$ cat config.mk
export PLATFORM = sky130hd
export DESIGN_NAME = iter_divider
export DESIGN_NICKNAME = d
export VERILOG_FILES = /design/src/rtl/rv_pkg.sv /design/src/rtl/prefix_sub33.sv /design/src/rtl/iter_divider.sv
export SDC_FILE = /design/constraint.sdc
export NUM_CORES = 1
export LEC_CHECK = 0
export ABC_CLOCK_PERIOD_IN_PS = 2800
export BUFFER_PORTS_ARGS = -buffer_cell sky130_fd_sc_hd__buf_2
export CORE_MARGIN = 1.5
export CORE_UTILIZATION = 41
export DETAILED_ROUTE_END_ITERATION = 16
export RECOVER_POWER = 100
export SYNTH_ARGS = -nofsm -noshare
export SYNTH_HDL_FRONTEND = slang
export SYNTH_SLANG_ARGS = --single-unit
$ cat constraint.sdc
create_clock -name clk -period 2.8 [get_ports clk]
set_input_delay 0.56 -clock clk [delete_from_list [all_inputs] [get_ports clk]]
set_output_delay 0.56 -clock clk [all_outputs]
set_load 0.02 [all_outputs]
$ cat src/rtl/rv_pkg.sv
// Shared definitions for the RV32M execute-stage helpers: divider op codes,
// divider FSM state encoding and the default datapath width.
package rv_pkg;

  localparam int XLEN_DEFAULT = 32;

  localparam logic [1:0] DIV_OP_DIV  = 2'b00;
  localparam logic [1:0] DIV_OP_DIVU = 2'b01;
  localparam logic [1:0] DIV_OP_REM  = 2'b10;
  localparam logic [1:0] DIV_OP_REMU = 2'b11;

  typedef enum logic [1:0] {
    IDLE = 2'd0,
    CALC = 2'd1,
    FIX  = 2'd2,
    DONE = 2'd3
  } div_state_e;

  function automatic logic op_is_signed(input logic [1:0] op);
    return (op == DIV_OP_DIV) || (op == DIV_OP_REM);
  endfunction

  function automatic logic op_is_rem(input logic [1:0] op);
    return (op == DIV_OP_REM) || (op == DIV_OP_REMU);
  endfunction

endpackage

$ cat src/rtl/prefix_sub33.sv
// Combinational parallel-prefix (Kogge-Stone) subtractor: diff = a + ~b + 1.
// The carry-in of 1 is folded into the bit-0 generate term.
module prefix_sub33 #(
  parameter int W = 33
) (
  input  logic [W-1:0] a,
  input  logic [W-1:0] b,
  output logic [W-1:0] diff
);

  logic [W-1:0] nb;
  logic [W-1:0] p0;
  logic [W-1:0] g;
  logic [W-1:0] p;
  logic [W-1:0] g_n;
  logic [W-1:0] p_n;

  always_comb begin
    nb   = ~b;
    p0   = a ^ nb;
    g    = a & nb;
    g[0] = a[0] | nb[0];
    p    = p0;
    g_n  = g;
    p_n  = p;
    for (int d = 1; d < W; d = d * 2) begin
      g_n = g;
      p_n = p;
      for (int i = d; i < W; i++) begin
        g_n[i] = g[i] | (p[i] & g[i-d]);
        p_n[i] = p[i] & p[i-d];
      end
      g = g_n;
      p = p_n;
    end
    diff = p0 ^ {g[W-2:0], 1'b1};
  end

endmodule

$ cat src/rtl/iter_divider.sv
// Radix-2 restoring divider for DIV/DIVU/REM/REMU: one trial subtraction per
// cycle on operand magnitudes, followed by a single sign fix-up cycle.
//
// state | meaning
// IDLE  | ready for a request
// CALC  | XLEN shift/subtract iterations, counter 0..XLEN-1
// FIX   | apply quotient/remainder signs, select the result
// DONE  | result valid, held until out_ready
module iter_divider
  import rv_pkg::*;
#(
  parameter int XLEN = XLEN_DEFAULT
) (
  input  logic            clk,
  input  logic            rst_n,
  input  logic            flush,
  input  logic            in_valid,
  output logic            in_ready,
  input  logic [1:0]      op,
  input  logic [XLEN-1:0] dividend,
  input  logic [XLEN-1:0] divisor,
  output logic            out_valid,
  input  logic            out_ready,
  output logic [XLEN-1:0] result,
  output logic            busy
);

  localparam int CNT_W = $clog2(XLEN);
  localparam logic [CNT_W-1:0] CNT_LAST = CNT_W'(XLEN - 1);

  div_state_e state_q, state_d;

  logic [CNT_W-1:0] cnt_q, cnt_d;
  logic [XLEN-1:0]  r_q, r_d;
  logic [XLEN-1:0]  q_q, q_d;
  logic [XLEN-1:0]  dvsr_q, dvsr_d;
  logic [XLEN-1:0]  result_q, result_d;
  logic             is_rem_q, is_rem_d;
  logic             neg_quo_q, neg_quo_d;
  logic             neg_rem_q, neg_rem_d;

  logic            accept;
  logic            div_zero;
  logic            sgn_ovf;
  logic            sign_a;
  logic            sign_b;
  logic [XLEN:0]   trial;
  logic [XLEN-1:0] quo_fixed;
  logic [XLEN-1:0] rem_fixed;

  assign accept   = (state_q == IDLE) && in_valid && !flush;
  assign div_zero = (divisor == '0);
  assign sgn_ovf  = op_is_signed(op) && (dividend == {1'b1, {(XLEN-1){1'b0}}}) &&
                    (divisor == '1);
  assign sign_a   = op_is_signed(op) && dividend[XLEN-1];
  assign sign_b   = op_is_signed(op) && divisor[XLEN-1];

  prefix_sub33 #(.W(XLEN + 1)) u_trial_sub (
    .a    ({r_q, q_q[XLEN-1]}),
    .b    ({1'b0, dvsr_q}),
    .diff (trial)
  );

  assign quo_fixed = neg_quo_q ? (~q_q + XLEN'(1)) : q_q;
  assign rem_fixed = neg_rem_q ? (~r_q + XLEN'(1)) : r_q;

  always_ff @(posedge clk) begin
    if (!rst_n) begin
      state_q <= IDLE;
    end else begin
      state_q <= state_d;
    end
  end

  always_comb begin
    state_d = state_q;
    if (flush) begin
      state_d = IDLE;
    end else begin
      case (state_q)
        IDLE: if (in_valid) state_d = (div_zero || sgn_ovf) ? DONE : CALC;
        CALC: if (cnt_q == CNT_LAST) state_d = FIX;
        FIX:  state_d = DONE;
        DONE: if (out_ready) state_d = IDLE;
        default: state_d = IDLE;
      endcase
    end
  end

  always_comb begin
    in_ready  = (state_q == IDLE);
    out_valid = (state_q == DONE);
    busy      = (state_q == CALC) || (state_q == FIX);
    result    = result_q;
  end

  always_comb begin
    cnt_d     = cnt_q;
    r_d       = r_q;
    q_d       = q_q;
    dvsr_d    = dvsr_q;
    result_d  = result_q;
    is_rem_d  = is_rem_q;
    neg_quo_d = neg_quo_q;
    neg_rem_d = neg_rem_q;
    if (accept) begin
      is_rem_d  = op_is_rem(op);
      neg_quo_d = sign_a ^ sign_b;
      neg_rem_d = sign_a;
      q_d       = sign_a ? (~dividend + XLEN'(1)) : dividend;
      dvsr_d    = sign_b ? (~divisor + XLEN'(1)) : divisor;
      r_d       = '0;
      cnt_d     = '0;
      if (div_zero) begin
        result_d = op_is_rem(op) ? dividend : '1;
      end else if (sgn_ovf) begin
        result_d = op_is_rem(op) ? '0 : {1'b1, {(XLEN-1){1'b0}}};
      end
    end else if (!flush && state_q == CALC) begin
      // A clear borrow bit means the divisor fit: keep the difference, shift in 1.
      if (!trial[XLEN]) begin
        r_d = trial[XLEN-1:0];
        q_d = {q_q[XLEN-2:0], 1'b1};
      end else begin
        r_d = {r_q[XLEN-2:0], q_q[XLEN-1]};
        q_d = {q_q[XLEN-2:0], 1'b0};
      end
      cnt_d = cnt_q + CNT_W'(1);
    end else if (!flush && state_q == FIX) begin
      result_d = is_rem_q ? rem_fixed : quo_fixed;
    end
  end

  always_ff @(posedge clk) begin
    if (!rst_n) begin
      cnt_q     <= '0;
      r_q       <= '0;
      q_q       <= '0;
      dvsr_q    <= '0;
      result_q  <= '0;
      is_rem_q  <= 1'b0;
      neg_quo_q <= 1'b0;
      neg_rem_q <= 1'b0;
    end else begin
      cnt_q     <= cnt_d;
      r_q       <= r_d;
      q_q       <= q_d;
      dvsr_q    <= dvsr_d;
      result_q  <= result_d;
      is_rem_q  <= is_rem_d;
      neg_quo_q <= neg_quo_d;
      neg_rem_q <= neg_rem_d;
    end
  end

endmodule

==> results of run 1 <==
[worst min-delay path by stage]
stage	start	endpoint	slack (ns)	cells after the start
floorplan	dvsr_q[13]	dvsr_q[13]	0.43	2
global placement	dvsr_q[13]	dvsr_q[13]	0.44	2
detailed placement	result[23]	result[23]	0.44	2
CTS	dvsr_q[31]	dvsr_q[31]	0.46	2
global route	result[23]	result[23]	0.47	2
finish	dvsr_q[31]	dvsr_q[31]	0.46	2
[kinds of logic after synthesis]
family	synth area share, %
XOR/XNOR	12.1
buffers and inverters	5.38
AO/OA/AOI/OAI	28.0
adder cells (fa/ha/maj)	5.34
flip-flops	26.5
AND/OR/NAND/NOR	21.6
multiplexers	1.16
[sequential cells by signal (all words and copies together) (netlist names)]
register,flops
r_q,32
neg_rem_q,1
neg_quo_q,1
dvsr_q,32
is_rem_q,1
state_q,2
result,32
q_q,32
cnt_q,5
[synth_stat cells (16+ instances only)]
library cell	count
a211oi_1	51
a21oi_1	99
a222oi_1	28
a311oi_1	16
clkbuf_1	71
dfxtp_1	138
ha_1	43
inv_1	55
nand2_1	109
nand2b_1	17
nand4_1	17
nor2_1	170
nor3_1	42
o211ai_1	25
o21ai_0	72
o31ai_1	31
or3_1	20
or4_1	21
xnor2_1	72
xor2_1	72
[report_power, final]
| part | internal [mW] | leakage (nW) | switching [mW] |
|---|---|---|---|
| sequential | 2.05 | 1.13 | 0.0759 |
| combinational | 1.11 | 4.32 | 1.37 |
| clock | 1.50 | 0.301 | 0.972 |
[routing by layer]
metal / wire, um / up-vias / global-route usage, %
met2: 17400 / 412 / 43.9
met4: 629 / 0 / 7.55
li1: - / 5622 / -
met3: 2360 / 43 / 3.85
met1: 17600 / 5573 / 39.4
met5: 0 / - / 0
[cell usage in the layout, fill, tap and decap left out, types with 16 or more instances in the layout]
master	netlist	routed
ha_1	43	30
nand2_1	109	103
clkbuf_16	0	19
buf_2	11	70
a21oi_1	99	86
a311oi_1	16	16
nor2_1	170	156
o31ai_1	31	27
nand2b_1	17	16
inv_1	55	49
or3_1	20	16
dfxtp_1	138	124
o21ai_0	72	61
clkbuf_1	71	40
o211ai_1	25	25
buf_4	2	221
nand4_1	17	17
nor3_1	42	39
a222oi_1	28	28
a211oi_1	51	36
xnor2_1	72	67
xor2_1	72	70
[timing repair]
item | CTS | global route
gates cloned | 2 | 3
endpoints found under the hold margin | 0 | 0
gates resized for setup | 74 | 109
hold buffers | 0 | 0
setup buffers | 9 | 11
pin swaps | 29 | 75
endpoints found under the setup margin | 43 | 57
[layout make-up]
type                            instances  area (um2)  area share, %
Clock inverter                         13         194           1.34
Sequential cell                       138        2780           19.2
Timing Repair Buffer                  354        2460           17.0
Multi-Input combinational cell       1091        7980           55.1
Tap cell                              330         413           2.85
Clock buffer                           18         429           2.96
Inverter                               57         216           1.50
[stage by stage]
step	power, mW	hold slack, ns
finish	7.07	0.460
global route	7.36	0.473
CTS	6.87	0.458
detailed placement	4.19	0.444
global placement	4.17	0.443
floorplan	3.40	0.432
[worst register-to-register path, stage by stage (launching register included)]
cell and delay [ns]:
dfxtp_2 0.32, or4_4 0.57, or3_4 0.35, or4_4 0.43, or4_4 0.46, o21ai_4 0.18, xor2_2 0.20, mux2i_1 0.14
o221ai_1 0.18, a21oi_1 0.09
==> results.md, run 1 <==
* Status: finished, violations left
* Failing checks: setup timing
* TritonCTS buffer count at 17
* CP Capture Type: register
* IO Port Bufs at 105
* TritonCTS clock tree: built
* Synth top area cells: dfxtp_1, nor2_1, xnor2_1, xor2_1, ha_1
* Sequential area share after synthesis at 26.5%
* Post-synth EDFFs at 0
* Syn avg cell area at 7.61 um2
* Crit-path cells: or4_4 -> or3_4 -> or4_4 -> or4_4 -> o21ai_4 -> xor2_2 -> mux2i_1 -> o221ai_1 -> a21oi_1
* CTS Sinks at 138
* Crit path launch type: register
* Final clock skew at 0.0129 ns
* Clock Latency Late Sink at 0.43 ns
* HP Class: register to register
* All-Layer GR Usage at 27.8%
* DRT Wirelength at 38,000 um
* Layout Nets at 1,774
* Synth-to-Final Area Change at 38.6%
* Worst-path clk slew at 0.06 ns
* Reg-to-reg setup timing slack at -0.27 ns
* Crit path max fanout at 2
* Cell Area, Placed at 13,000 um2
* Filler cells at 2,402
* Detailed-route via count at 11,700
* Final Hold Viols at 0
* Share of cells above drive strength 1 at 30.5%
* Relative slew slack at 30.3%
* Synth Flop Type: dfxtp_1
* Detailed Place HPWL at 27,300 um
* CTS Buffer Depth at 2
* Die W at 163 um
* Unrepaired setup endpoints after global routing: yes
* Largest net degree at the start of global routing at 91
* I/O pin count at 106
* PnR worst setup slack at -0.274 ns
* H-Tree Depth at 4
* Initial DRC count at 1,110
* Unique cell type count in the Yosys netlist at 72
* Crit-path slowest cell: or4_4
* Asr flop ratio synth at 0%
* Final period utilization at 110%
* Buf/Inv on CP at 0
* Max cap viols at 0
* Die Ht at 163 um
* Final max-slew violation count at 0
* Total negative slack at -1.71 ns
* Antenna Cells at 0
* Synth Cell Area at 10,400 um2
* Core ar. at 25,100 um2
* Depth of the worst register-to-register path at 9
* Row count at 58
* Antenna violations before repair at 0
* Drt pass-1 iters at 6
* CP max stage delay at 0.57 ns
* Pre-CTS WS at -0.454 ns
* ANT nets after route at 0
* Worst EP required at 3.07 ns
* Post-DR wirelength/cell at 19.0 um
* Non-filler cells, final at 2,001
* GRT overflow at 0
* Number of global-route vias before repair at 10,800
* Critical Path Stages at 9
* Synth warn at 0
* Clk root buf: clkbuf_16
* Worst path most repeated cell: or4_4
* Period minus WS final at 3.07 ns
* First-pass GRT wire length at 58,000 um
* Reg-to-reg endpoint: result[28]
* Vias per inst at 5.82
* Pwr dens at 488 nW/um2
* Synth Instances at 1,373
* Gpl congestion at 0.919
* Crit path DAT at 3.34 ns
* Cell count after placement at 1,948
* Net count of the mapped netlist at 1,488
* Setup crit start: r_q[18]
* Final Util at 57.7%
* Final instance area at 14,500 um2
* Die ar. at 26,400 um2
* CP top delay family: simple AND/OR/NAND/NOR gates
* P_leak at 5.75 nW
* Least-Margin Pin Slew at 1.05 ns
* Startpoint of the worst register-to-register path: r_q[18]
* # DRC at 0
* Maximum clock rate at 325 MHz
* Capture point of the worst path: result[28]
* Kind of critical path: register to register
* Leading area contributor after synthesis: dfxtp_1
* Peak VDD IR at 0.000430 V
* Yosys top cell area share at 26.5%
* Initial Utilization at 41.6%
* # setup viols final at 29
* Yosys reg bits at 138
(Power assumes the default switching activity.)
==> inputs of run 2 (changes only) <==
==> constraint.sdc (replaced) <==
create_clock -name clk -period 2.8 [get_ports clk]
set_input_delay 0.14 -clock clk [delete_from_list [all_inputs] [get_ports clk]]
set_output_delay 0.14 -clock clk [all_outputs]
set_load 0.02 [all_outputs]
==> run 2 against run 1 <==
Against the previous run: the flow still finishes with violations (setup timing); critical path type unchanged; design area down 2.3%; global-route usage shrank 0.15 points; clock power fell by 9.3%; non-clock buffer count is 12 lower; final cell count fell by 0.50%; die area unchanged; sequential share of layout area increased by 0.41 points; fmax rose by 5.0%; register-to-register slack improved by 0.15 ns; total power decreased by 3.8%.
==> results.md, run 2 (synthesis results as in run 1) <==
* Status: finished, violations left (unchanged)
* Failing checks: setup timing (unchanged)
* Die Ht at 163 um (unchanged)
* Crit path DAT at 3.24 ns (was 3.34 ns)
* Pwr dens at 481 nW/um2 (was 488 nW/um2)
* Share of cells above drive strength 1 at 27.2% (was 30.5%)
* GRT overflow at 0 (unchanged)
* Clock Latency Late Sink at 0.44 ns (was 0.43 ns)
* Detailed Place HPWL at 27,700 um (was 27,300 um)
* TritonCTS clock tree: built (unchanged)
* Gpl congestion at 0.931 (was 0.919)
* Post-DR wirelength/cell at 18.7 um (was 19.0 um)
* Most common cell after layout, fill and taps aside: buf_4 (unchanged)
* Least-Margin Pin Slew at 0.766 ns (was 1.05 ns)
* Final instance area at 14,100 um2 (was 14,500 um2)
* Cell Area, Placed at 12,900 um2 (was 13,000 um2)
* Unrepaired setup endpoints after global routing: yes (unchanged)
* Fin Hold WS at 0.0516 ns (was 0.460 ns)
* Peak VDD IR at 0.000297 V (was 0.000430 V)
* TritonCTS buffer count at 17 (unchanged)
* Initial Utilization at 41.6% (unchanged)
* Detailed-route via count at 11,600 (was 11,700)
* Final Hold Viols at 0 (unchanged)
* Worst EP required at 3.11 ns (was 3.07 ns)
* Worst hold path depth at 3 (was 2)
* Clk root buf: clkbuf_16 (unchanged)
* DRT Wirelength at 37,200 um (was 38,000 um)
* Drt pass-1 iters at 9 (was 6)
* IO Port Bufs at 105 (unchanged)
* Core ar. at 25,100 um2 (unchanged)
* CTS Sinks at 138 (unchanged)
* Row count at 58 (unchanged)
* HP Start: divisor[25] (was dvsr_q[31])
* Crit path launch type: register (unchanged)
* CP Capture Type: register (unchanged)
* Depth of the worst register-to-register path at 9 (unchanged)
* Non-filler cells, final at 1,991 (was 2,001)
* ANT nets after route at 0 (unchanged)
* PnR worst setup slack at -0.128 ns (was -0.274 ns)
* Synth-to-Final Area Change at 35.4% (was 38.6%)
* Crit path max fanout at 2 (unchanged)
* Die W at 163 um (unchanged)
* Hold-fix buffers, CTS at 0 (unchanged)
* Vias per inst at 5.83 (was 5.82)
* Max cap viols at 0 (unchanged)
* Die ar. at 26,400 um2 (unchanged)
* Commonest cells after routing, fill and taps aside: buf_4, nor2_1, dfxtp_1 (unchanged)
* Total negative slack at -0.477 ns (was -1.71 ns)
* I/O pin count at 106 (unchanged)
* Initial DRC count at 1,018 (was 1,110)
* All-Layer GR Usage at 27.6% (was 27.8%)
* Final period utilization at 105% (was 110%)
* # DRC at 0 (unchanged)
* # setup viols final at 9 (was 29)
* Kind of critical path: register to register (unchanged)
* Reg-to-reg endpoint: result[28] (unchanged)
* Cell count after placement at 1,944 (was 1,948)
* Final clock skew at 0.0162 ns (was 0.0129 ns)
* Number of global-route vias before repair at 10,700 (was 10,800)
* First-pass GRT wire length at 57,700 um (was 58,000 um)
* H-Tree Depth at 4 (unchanged)
* Startpoint of the worst register-to-register path: r_q[18] (unchanged)
* P_leak at 5.63 nW (was 5.75 nW)
* Period minus WS final at 2.93 ns (was 3.07 ns)
* Maximum clock rate at 342 MHz (was 325 MHz)
* Reg-to-reg setup timing slack at -0.13 ns (was -0.27 ns)
* HP Class: input port to register (was register to register)
* Worst-path clk slew at 0.07 ns (was 0.06 ns)
* Hold EP: dvsr_q[25] (was dvsr_q[31])
* Antenna violations before repair at 0 (unchanged)
* Layout Nets at 1,763 (was 1,774)
* Largest net degree at the start of global routing at 68 (was 91)
* CTS Buffer Depth at 2 (unchanged)
* Antenna Cells at 0 (unchanged)
* Relative slew slack at 48.9% (was 30.3%)
* Final max-slew violation count at 0 (unchanged)
## run 2: critical path, cell delays in order (launching register included)
cell	delay [ns]
dfxtp_2	0.32
or4_4	0.55
or3_4	0.35
or4_4	0.42
or4_4	0.43
o21ai_2	0.14
xor2_1	0.20
mux2i_1	0.13
o221ai_1	0.19
a21oi_1	0.09
## run 2: report_power, final
part           internal, mW  total, mW  switching (mW)
clock                  1.24       2.24            1.00
combinational          1.13       2.43            1.31
sequential             2.05       2.12          0.0760
## run 2: routing by layer
layer / share of wire (%) / GRT usage, % / wire length [um] / up-vias
li1: - / - / - / 5608
met1: 47 / 39.1 / 17400 / 5483
met2: 44 / 42.4 / 16400 / 440
met3: 6.4 / 3.92 / 2400 / 71
met4: 2.8 / 10.2 / 1050 / 0
met5: 0 / 0 / 0 / -
## run 2: final cells by class
| class | instances | area (um2) |
|---|---|---|
| Fill cell | 2414 | 11000 |
| Multi-Input combinational cell | 1092 | 7760 |
| Sequential cell | 138 | 2780 |
| Timing Repair Buffer | 342 | 2410 |
| Clock buffer | 18 | 429 |
| Tap cell | 330 | 413 |
| Inverter | 57 | 214 |
| Clock inverter | 14 | 136 |
## run 2: how the worst max path moves through the flow
stage,slack (ns),depth (start not counted),start,endpoint
finish,-0.13,9,r_q[18],result[28]
global route,-0.22,9,r_q[18],result[28]
CTS,-0.11,9,r_q[18],result[28]
global placement,-0.13,14,q_q[31],r_q[25]
detailed placement,-0.20,14,q_q[31],r_q[22]
floorplan,-0.04,11,r_q[8],r_q[8]
## run 2: through the flow
stage                     util, %  total power [mW]  setup WS (ns)
final                        56.3              6.80         -0.128
after global routing         56.3              7.13         -0.217
after CTS                    54.5              6.57         -0.106
after detailed placement     51.2              4.21         -0.205
after global placement       51.2              4.20         -0.131
after floorplan                 -              3.39        -0.0379
## run 2: what timing repair did
action                                 4_1_cts  5_1_grt
cloned                                       3        1
pin swaps                                   13       47
resized for setup                           37      102
endpoints found under the hold margin        0        0
buffers inserted                             4        7
setup endpoints to repair                   42       48
